`src/rtl/joysync_neptuno_if.sv`:
```
// Joystick conditioning bus: raw decoder lines in, debounced levels, press
// pulses, 1 ms tick and menu request out. The block itself is the slave;
// the side driving the raw lines and consuming the results is the master.
interface joysync_neptuno_if;
   logic [7:0] joy1_raw_i;
   logic [7:0] joy2_raw_i;
   logic [7:0] joy1_o;
   logic [7:0] joy2_o;
   logic [7:0] joy1_press_o;
   logic [7:0] joy2_press_o;
   logic       tick_o;
   logic       menu_o;

   modport master (
      output joy1_raw_i, joy2_raw_i,
      input  joy1_o, joy2_o, joy1_press_o, joy2_press_o, tick_o, menu_o
   );

   modport slave (
      input  joy1_raw_i, joy2_raw_i,
      output joy1_o, joy2_o, joy1_press_o, joy2_press_o, tick_o, menu_o
   );
endinterface

```
`src/rtl/joysync_neptuno.sv`:
```
// Joystick line conditioner between the serial joystick decoder and the core.
// Re-times the 16 active-low raw lines into clk_i, debounces each bit on a
// 1 ms tick, emits one-cycle press pulses and raises a one-cycle menu request
// when joy1 START+FIRE3 stay held for HOLD_MS ticks.
//
// Menu combo FSM
//   state    | meaning
//   ---------+-----------------------------------------------------------
//   ST_IDLE  | combo not held (debounced)
//   ST_COUNT | combo held, counting ticks in hcnt_q towards HOLD_MS
//   ST_FIRED | menu_o already pulsed for this hold, wait for release
module joysync_neptuno #(
   parameter int PRESC   = 48000,
   parameter int DEB_MS  = 4,
   parameter int HOLD_MS = 1000
) (
   input  logic              clk_i,
   input  logic              rst_n_i,
   joysync_neptuno_if.slave  js
);

   localparam int PW = $clog2(PRESC);
   localparam int CW = $clog2(DEB_MS + 1);
   localparam int HW = $clog2(HOLD_MS + 1);

   localparam logic [PW-1:0] PRESC_LAST = PW'(PRESC - 1);
   localparam logic [CW-1:0] DEB_LAST   = CW'(DEB_MS - 1);
   localparam logic [HW-1:0] HOLD_LAST  = HW'(HOLD_MS - 1);

   typedef enum logic [1:0] {
      ST_IDLE  = 2'd0,
      ST_COUNT = 2'd1,
      ST_FIRED = 2'd2
   } state_t;

   // bit order of all 16-bit vectors: [7:0] joy1, [15:8] joy2
   logic [15:0]   meta_q, meta_d;
   logic [15:0]   sync_q, sync_d;
   logic [PW-1:0] presc_q, presc_d;
   logic          tick_q, tick_d;
   logic [15:0]   stable_q, stable_d;
   logic [CW-1:0] cnt_q [16];
   logic [CW-1:0] cnt_d [16];
   logic [15:0]   press_q, press_d;

   state_t        state_q;
   logic [HW-1:0] hcnt_q;
   logic          menu_q;
   logic          combo_held;

   // two-flop synchroniser; nothing else looks at the raw lines
   always_comb begin
      meta_d = {js.joy2_raw_i, js.joy1_raw_i};
      sync_d = meta_q;
   end

   // synchroniser stages reset to the released (high) level
   always_ff @(posedge clk_i or negedge rst_n_i) begin
      if (!rst_n_i) begin
         meta_q <= '1;
         sync_q <= '1;
      end else begin
         meta_q <= meta_d;
         sync_q <= sync_d;
      end
   end

   // 1 ms prescaler; tick is registered so it is high while the count sits at PRESC-1
   always_comb begin
      presc_d = (presc_q == PRESC_LAST) ? '0 : presc_q + PW'(1);
      tick_d  = (presc_d == PRESC_LAST);
   end

   // prescaler and tick flops
   always_ff @(posedge clk_i or negedge rst_n_i) begin
      if (!rst_n_i) begin
         presc_q <= '0;
         tick_q  <= 1'b0;
      end else begin
         presc_q <= presc_d;
         tick_q  <= tick_d;
      end
   end

   // per-bit debounce: a bit is adopted only after DEB_MS consecutive ticks of
   // disagreement; any agreement in between clears the count so glitches never add up
   always_comb begin
      stable_d = stable_q;
      for (int i = 0; i < 16; i++) begin
         cnt_d[i] = cnt_q[i];
         if (sync_q[i] == stable_q[i]) begin
            cnt_d[i] = '0;
         end else if (tick_q) begin
            if (cnt_q[i] == DEB_LAST) begin
               stable_d[i] = sync_q[i];
               cnt_d[i]    = '0;
            end else begin
               cnt_d[i] = cnt_q[i] + CW'(1);
            end
         end
      end
      // press fires on the same edge the debounced level falls, so it lines up with joy*_o
      press_d = stable_q & ~stable_d;
   end

   // debounced levels, counters and press pulses
   always_ff @(posedge clk_i or negedge rst_n_i) begin
      if (!rst_n_i) begin
         stable_q <= '1;
         press_q  <= '0;
         for (int i = 0; i < 16; i++) begin
            cnt_q[i] <= '0;
         end
      end else begin
         stable_q <= stable_d;
         press_q  <= press_d;
         for (int i = 0; i < 16; i++) begin
            cnt_q[i] <= cnt_d[i];
         end
      end
   end

   // START (bit 7) and FIRE3 (bit 6) of joy1, debounced, both pressed
   assign combo_held = ~stable_q[7] & ~stable_q[6];

   // menu combo FSM; hcnt saturates and FIRED blocks any repeat until release
   always_ff @(posedge clk_i or negedge rst_n_i) begin
      if (!rst_n_i) begin
         state_q <= ST_IDLE;
         hcnt_q  <= '0;
         menu_q  <= 1'b0;
      end else begin
         menu_q <= 1'b0;
         case (state_q)
            ST_IDLE: begin
               if (combo_held) begin
                  state_q <= ST_COUNT;
                  hcnt_q  <= '0;
               end
            end
            ST_COUNT: begin
               if (!combo_held) begin
                  state_q <= ST_IDLE;
                  hcnt_q  <= '0;
               end else if (tick_q) begin
                  if (hcnt_q == HOLD_LAST) begin
                     menu_q  <= 1'b1;
                     state_q <= ST_FIRED;
                  end else if (hcnt_q != '1) begin
                     hcnt_q <= hcnt_q + HW'(1);
                  end
               end
            end
            ST_FIRED: begin
               if (!combo_held) begin
                  state_q <= ST_IDLE;
                  hcnt_q  <= '0;
               end
            end
            default: begin
               state_q <= ST_IDLE;
               hcnt_q  <= '0;
            end
         endcase
      end
   end

   assign js.joy1_o       = stable_q[7:0];
   assign js.joy2_o       = stable_q[15:8];
   assign js.joy1_press_o = press_q[7:0];
   assign js.joy2_press_o = press_q[15:8];
   assign js.tick_o       = tick_q;
   assign js.menu_o       = menu_q;

endmodule

```
`src/flat_wrapper.sv`:
```
// flat-port wrapper written by rule: the top's interface ports become plain ports
module joysync_neptuno_flat 
#(
   parameter int PRESC   = 48000,
   parameter int DEB_MS  = 4,
   parameter int HOLD_MS = 1000
)
  (clk_i, rst_n_i, js_joy1_raw_i, js_joy2_raw_i, js_joy1_o, js_joy2_o, js_joy1_press_o, js_joy2_press_o, js_tick_o, js_menu_o);
  joysync_neptuno_if js_i ();
  input  logic clk_i;
  input  logic rst_n_i;
  input wire logic [$bits(js_i.joy1_raw_i)-1:0] js_joy1_raw_i;
  input wire logic [$bits(js_i.joy2_raw_i)-1:0] js_joy2_raw_i;
  output wire logic [$bits(js_i.joy1_o)-1:0] js_joy1_o;
  output wire logic [$bits(js_i.joy2_o)-1:0] js_joy2_o;
  output wire logic [$bits(js_i.joy1_press_o)-1:0] js_joy1_press_o;
  output wire logic [$bits(js_i.joy2_press_o)-1:0] js_joy2_press_o;
  output wire logic [$bits(js_i.tick_o)-1:0] js_tick_o;
  output wire logic [$bits(js_i.menu_o)-1:0] js_menu_o;
  assign js_i.joy1_raw_i = js_joy1_raw_i;
  assign js_i.joy2_raw_i = js_joy2_raw_i;
  assign js_joy1_o = js_i.joy1_o;
  assign js_joy2_o = js_i.joy2_o;
  assign js_joy1_press_o = js_i.joy1_press_o;
  assign js_joy2_press_o = js_i.joy2_press_o;
  assign js_tick_o = js_i.tick_o;
  assign js_menu_o = js_i.menu_o;
  joysync_neptuno #(.PRESC(PRESC), .DEB_MS(DEB_MS), .HOLD_MS(HOLD_MS)) u_core (.clk_i(clk_i), .rst_n_i(rst_n_i), .js(js_i));
endmodule
```
`config.mk`:
```
export PLATFORM = sky130hd
export DESIGN_NAME = joysync_neptuno_flat
export DESIGN_NICKNAME = d
export VERILOG_FILES = /design/src/rtl/joysync_neptuno_if.sv /design/src/rtl/joysync_neptuno.sv /design/src/flat_wrapper.sv
export SDC_FILE = /design/constraint.sdc
export NUM_CORES = 1
export LEC_CHECK = 0
export BUFFER_PORTS_ARGS = -buffer_cell sky130_fd_sc_hd__buf_2
export CAP_MARGIN = 20
export CORE_UTILIZATION = 64
export CTS_CLUSTER_DIAMETER = 200
export CTS_CLUSTER_SIZE = 10
export DETAILED_ROUTE_END_ITERATION = 6
export GPL_ROUTABILITY_DRIVEN = 0
export PLACE_DENSITY = 0.91
export SYNTH_ARGS = -nofsm -noshare
export SYNTH_HDL_FRONTEND = slang
export SYNTH_SLANG_ARGS = --single-unit
export TNS_END_PERCENT = 100
```
`constraint.sdc`:
```
create_clock -name clk_i -period 3.5 [get_ports clk_i]
set_input_delay 0.35 -clock clk_i [delete_from_list [all_inputs] [get_ports clk_i]]
set_output_delay 0.35 -clock clk_i [all_outputs]
set_load 0.05 [all_outputs]
```
# == Yosys cells after proc, flatten, opt, wreduce, memory -nomap -nowiden ==
# Index checks and enable logic that the tools add are counted.
# totals
elab_cells,225
inputBits,18
regBits,142
output_inout_bits,34
# classes
addsub,18
bitwise,5
n_reduce_logical,19
eq_ne,44
muxes,114
# op_table
operator,count
3-bit 2-to-1 mux,48
10-bit 2-to-1 mux,6
1-bit 2-to-1 mux,52
"3-bit by 1-bit adder with 3-bit output, second input constant",16
"3-bit by 2-bit == test with 1-bit output, second input constant",16
"16-bit == test, second input constant",2
2-bit nonzero test,16
10-bit one-hot mux with 3 select lines,1
"16-bit by 1-bit adder with 16-bit output, second input constant",1
16-bit bitwise AND,1
1-bit == test,16
16-bit 2-to-1 mux,1
16-bit inverter,1
"10-bit by 1-bit adder with 10-bit output, second input constant",1
"10-bit == test, second input constant",1
2-bit 2-to-1 mux,5
"10-bit != test, second input constant",1
"3-bit != test, second input constant",3
2-bit one-hot mux with 3 select lines,1
5-bit AND reduction,1
4-bit AND reduction,1
"3-bit by 2-bit != test with 1-bit output, second input constant",1
"2-bit by 1-bit == test with 1-bit output, second input constant",1
"2-bit == test, second input constant",1
other kinds (5),6

# == Longest topological paths before layout ==
# depth
word_depth,6
depth_mapped,6
mapped_depth_nobuf,5

# == Worst setup path before layout ==
# Ideal clock, no wire load.
# synth_path
path_type,register to register
startpoint,reg u_core.stable_q[7]
endpoint,reg u_core.hcnt_q[1]
path_stages_with_launch,6
arrival_time_ps,1863
path_slack_ps,1509
required_time_ps,3372
synth_period_minus_slack_ps,1991
path_buffers,1
setup_time_ps,128
path_cell_list,dfstp_2 -> clkbuf_1 -> nor3_1 -> nor3_1 -> a21oi_1 -> mux2i_1
# synth_via
elab_chain_len,4
elab_cells_between_ends,10
cone_classes,eq/ne: 5; mux: 2; bitwise: 2; reduce/logical: 1
# synth_rtl
item,line_no,rtl
from (decl),joysync_neptuno.sv:41,"logic [15:0] stable_q, stable_d;"
from (signal assigned),joysync_neptuno.sv:115,stable_q <= stable_d;
1-bit inverter (*),joysync_neptuno.sv:124,assign combo_held = ~stable_q[7] & ~stable_q[6];
1-bit bitwise AND (*),joysync_neptuno.sv:124,
3-bit by 2-bit != test with 1-bit output (no source line) (tied with other cells),--,
5-bit AND reduction (no source line) / 10-bit one-hot mux with 3 select lines (equally long branches),--,
to (signal assigned),joysync_neptuno.sv:150,hcnt_q <= hcnt_q + HW'(1);
to (decl),joysync_neptuno.sv:47,logic [HW-1:0] hcnt_q;
# Mark *: on every way between the ends. The rest lies on a longest branch, timed or not.
# A chain may end at the register's enable or synchronous reset.

# == Final worst setup path ==
# layout_path
startpoint,reg u_core.presc_q[0]
endpoint,reg u_core.presc_q[5]
# layout_via
elab_chain_len,2
elab_cells_between_ends,3
cone_classes,add/sub: 1; eq/ne: 1; mux: 1
# layout_rtl
item,line_no,rtl
from (decl),joysync_neptuno.sv:39,"logic [PW-1:0] presc_q, presc_d;"
from (signal assigned),joysync_neptuno.sv:80,presc_q <= presc_d;
16-bit by 1-bit adder with 16-bit output / 16-bit == test (equally long branches),joysync_neptuno.sv:70,presc_d = (presc_q == PRESC_LAST) ? '0 : presc_q + PW'(1);
16-bit 2-to-1 mux (*),joysync_neptuno.sv:70,
named net u_core.presc_d[5],joysync_neptuno.sv:39,
# The timed path passes the listed nets; every way through them passes the cells marked *.

==> metrics.md <==
| Metric | Value |
|---|---|
| Outcome | complete, no violations |
| Nets | 639 |
| Synth area leaders | dfrtp_1 39%, dfstp_2 21%, nand2_1 4.0%, ha_1 3.7%, xnor2_1 3.6% |
| Initial DRC Count | 259 |
| Clock sink total | 142 |
| N_diodes | 0 |
| Total GRT Usage | 26.7% |
| WP data required | 3.86 ns |
| Rel. slew slack | 29.7% |
| Hold slack | 0.266 ns |
| H-tree depth | 4 |
| Leading area contributor after synthesis | dfrtp_1 |
| Sequential cell area | 0.00361 sq mm |
| Die height | 99.3 um |
| Placed inst area | 0.00641 sq mm |
| Mapped Area | 0.00605 sq mm |
| Crit end category | flip-flop |
| Total power | 3.56 mW |
| Post-synth EDFFs | 0 |
| Fin. Hold Viols | 0 |
| Maxcap violations | 0 |
| Postcts setup bufs | 0 |
| DP HPWL | 7.29 mm |
| Skew final | 0.0121 ns |
| CP delay by family, top | simple AND/OR/NAND/NOR gates |
| Post-Syn Area per Cell | 11.4 sq um |
| Area of the multi-input gates | 0.00232 sq mm |
| Startpoint type of the worst setup path | flip-flop |
| CP Max Fanout | 10 |
| Final Instance Area | 0.00721 sq mm |
| Residual DRC count | 0 |
| DRT Pass-1 Iters | 7 |
| Largest net degree at the start of global routing | 122 |
| Worst-Margin Slew | 1.05 ns |
| CTS max path bufs | 2 |
| Total CTS buffers | 17 |
| CP Class | flip-flop to flip-flop |
| Share of cells above drive strength 1 | 26.0% |
| Final setup TNS | 0 ns |
| FP Rows | 35 |
| Antenna violations before repair | 0 |
| Pwr Density | 493 mW/mm^2 |
| CORE AREA | 0.00920 sq mm |
| Vias | 4286 |
| Core Util, Final | 78.4% |
| Gate Count Post-Synth | 530 |
| Synth Flop Type | dfrtp_1 |
| Tmin final | 2.16 ns |
| Vias in the first global route | 4406 |
| Grt ovf | 0 |
| Synthesized flop and latch total | 142 |
| First-pass GRT wire length | 20.3 mm |
| Max Freq | 463 MHz |
| CP max stage delay | 0.94 ns |
| Synth warn | 0 |
| Clock Root Buffer | clkbuf_8 |
| Leak pwr | 3.16 nW |
| Worst path slowest cell | nor4_2 |
| Clock latency on the worst-skew pair | 0.52 ns |
| Ys async rst share | 100% |
| Area grow syn2layout | 19.1% |
| Avg WL per Cell | 16.7 um |
| Initial Util | 65.8% |
| Total Die Area | 0.00985 sq mm |
| Antenna viol nets, final | 0 |
| Vias per inst | 5.90 |
| Library cells used by synthesis | 49 |
| DRT Wirelength | 12.1 mm |
| Die X | 99.3 um |
| Critical path arrival | 2.51 ns |
| # setup viols final | 0 |
| Cells along the critical path | ha_1 > nand4_1 > nor4_2 > nor2_1 |
| Worst-path clk slew | 0.06 ns |
| IO Count | 52 |
| Fin. max-slew vios | 0 |
| Share of the synthesized area in the top cell type | 38.9% |
| Worst path bufs/invs | 0 |
| Worst min path class | input port to async pin |
| CTS tree | done |
| Post-Syn Nets | 566 |
| RSZ-0062 raised after global routing | no |
| Seq/Total Area, Yosys | 59.7% |
| Fillers | 518 |
| Peak supply drop | 0.460 mV |
| Fin crit share | 61.7% |
| I/O Buffers | 51 |
layout by cell type, fill, tap and decap left out, types with 5 or more instances in the layout:
cell type / instances
nor4b_1: 17
dlygate4sd3_1: 17
nand4_1: 8
buf_4: 5
nor3_1: 5
o21ai_0: 5
mux2_2: 16
ha_1: 18
nand3_1: 26
mux2i_1: 11
a211oi_1: 9
xnor2_1: 25
a21oi_1: 33
dfrtp_1: 93
nand2b_1: 14
nand3b_1: 15
clkbuf_16: 16
dfstp_2: 48
nand2_1: 64
buf_2: 50
nor2_1: 48
inv_1: 12
cell type report:
class | count | area share, %
Multi-Input combinational cell | 356 | 32.1
Timing Repair Buffer | 74 | 6.89
Sequential cell | 142 | 50.1
Clock buffer | 22 | 6.42
Clock inverter | 10 | 1.91
Tap cell | 111 | 1.93
Inverter | 12 | 0.625
path summary, 6_finish.rpt:
check                           cells past startpoint             endpoint  slack [ns]         startpoint
worst max-delay path                                4    u_core.presc_q[5]        1.34  u_core.presc_q[0]
worst min-delay path                                2   u_core.press_q[10]        0.27            rst_n_i
min in group clk_i                                  0     u_core.sync_q[1]        0.35   u_core.meta_q[1]
max in group asynchronous                           4  u_core.stable_q[15]        2.23            rst_n_i
worst max register to register                      4    u_core.presc_q[5]        1.34  u_core.presc_q[0]
worst min register to register                      0     u_core.sync_q[1]        0.35   u_core.meta_q[1]
metal layers:
| metal | GRT usage, % | vias up | share of wire (%) |
|---|---|---|---|
| li1 | - | 1993 | - |
| met1 | 31.1 | 2174 | 41 |
| met2 | 47.7 | 101 | 54 |
| met3 | 7.38 | 18 | 3.5 |
| met4 | 8.82 | 0 | 1.3 |
| met5 | 0 | - | 0 |
state kept, by name, summed over array words and instances (netlist names):
name,cells
u_core.cnt_q,48
u_core.hcnt_q,10
u_core.js.menu_o,1
u_core.js.tick_o,1
u_core.meta_q,16
u_core.presc_q,16
u_core.press_q,16
u_core.stable_q,16
u_core.state_q,2
u_core.sync_q,16
cells in the mapped netlist (all sizes together) (2+ instances only):
cell,count
a21oi,33
nand3b,15
nor3,5
clkbuf,14
nand2b,14
o21ai,5
nor4b,18
and4,3
a21boi,2
dfstp,48
inv,12
nand2,64
nor4,2
mux2,16
nor2,48
xnor2,25
or4b,2
a41oi,2
or2,2
ha,18
mux2i,11
o31ai,2
and3,5
xor2,4
and2,2
dfrtp,94
a31oi,3
nand4,8
nand3,27
buf,6
a211oi,9
power by group:
group / switching, mW / leakage (nW) / internal [mW] / total, mW
Sequential: 0.0126 / 1.79 / 1.68 / 1.69
Combinational: 0.0446 / 1.08 / 0.0305 / 0.0751
Clock: 0.651 / 0.291 / 1.14 / 1.79
Total: 0.708 / 3.16 / 2.85 / 3.56
per-stage QoR:
step / setup WS (ns) / cells
2_1_floorplan: 1.51 / 530
3_3_place_gp: 1.57 / 677
3_5_place_dp: 1.48 / 677
4_1_cts: 1.41 / 725
5_1_grt: 1.19 / 727
6_report: 1.34 / 727
timing repair:
item | in CTS | in global routing
hold buffers | 16 | 1
hold endpoints to repair | 16 | 28
setup endpoints to repair | 0 | 0
resized for setup | 0 | 0
cells by family after synthesis:
logic type / after synthesis / share of synthesized area, %
AO/OA/AOI/OAI: 62 / 6.30
XOR/XNOR: 29 / 4.20
adder cells (fa/ha/maj): 18 / 3.72
buffers and inverters: 32 / 2.07
flip-flops: 142 / 59.7
multiplexers: 27 / 4.79
AND/OR/NAND/NOR: 220 / 19.2
Power figures use the tool's default switching activity.
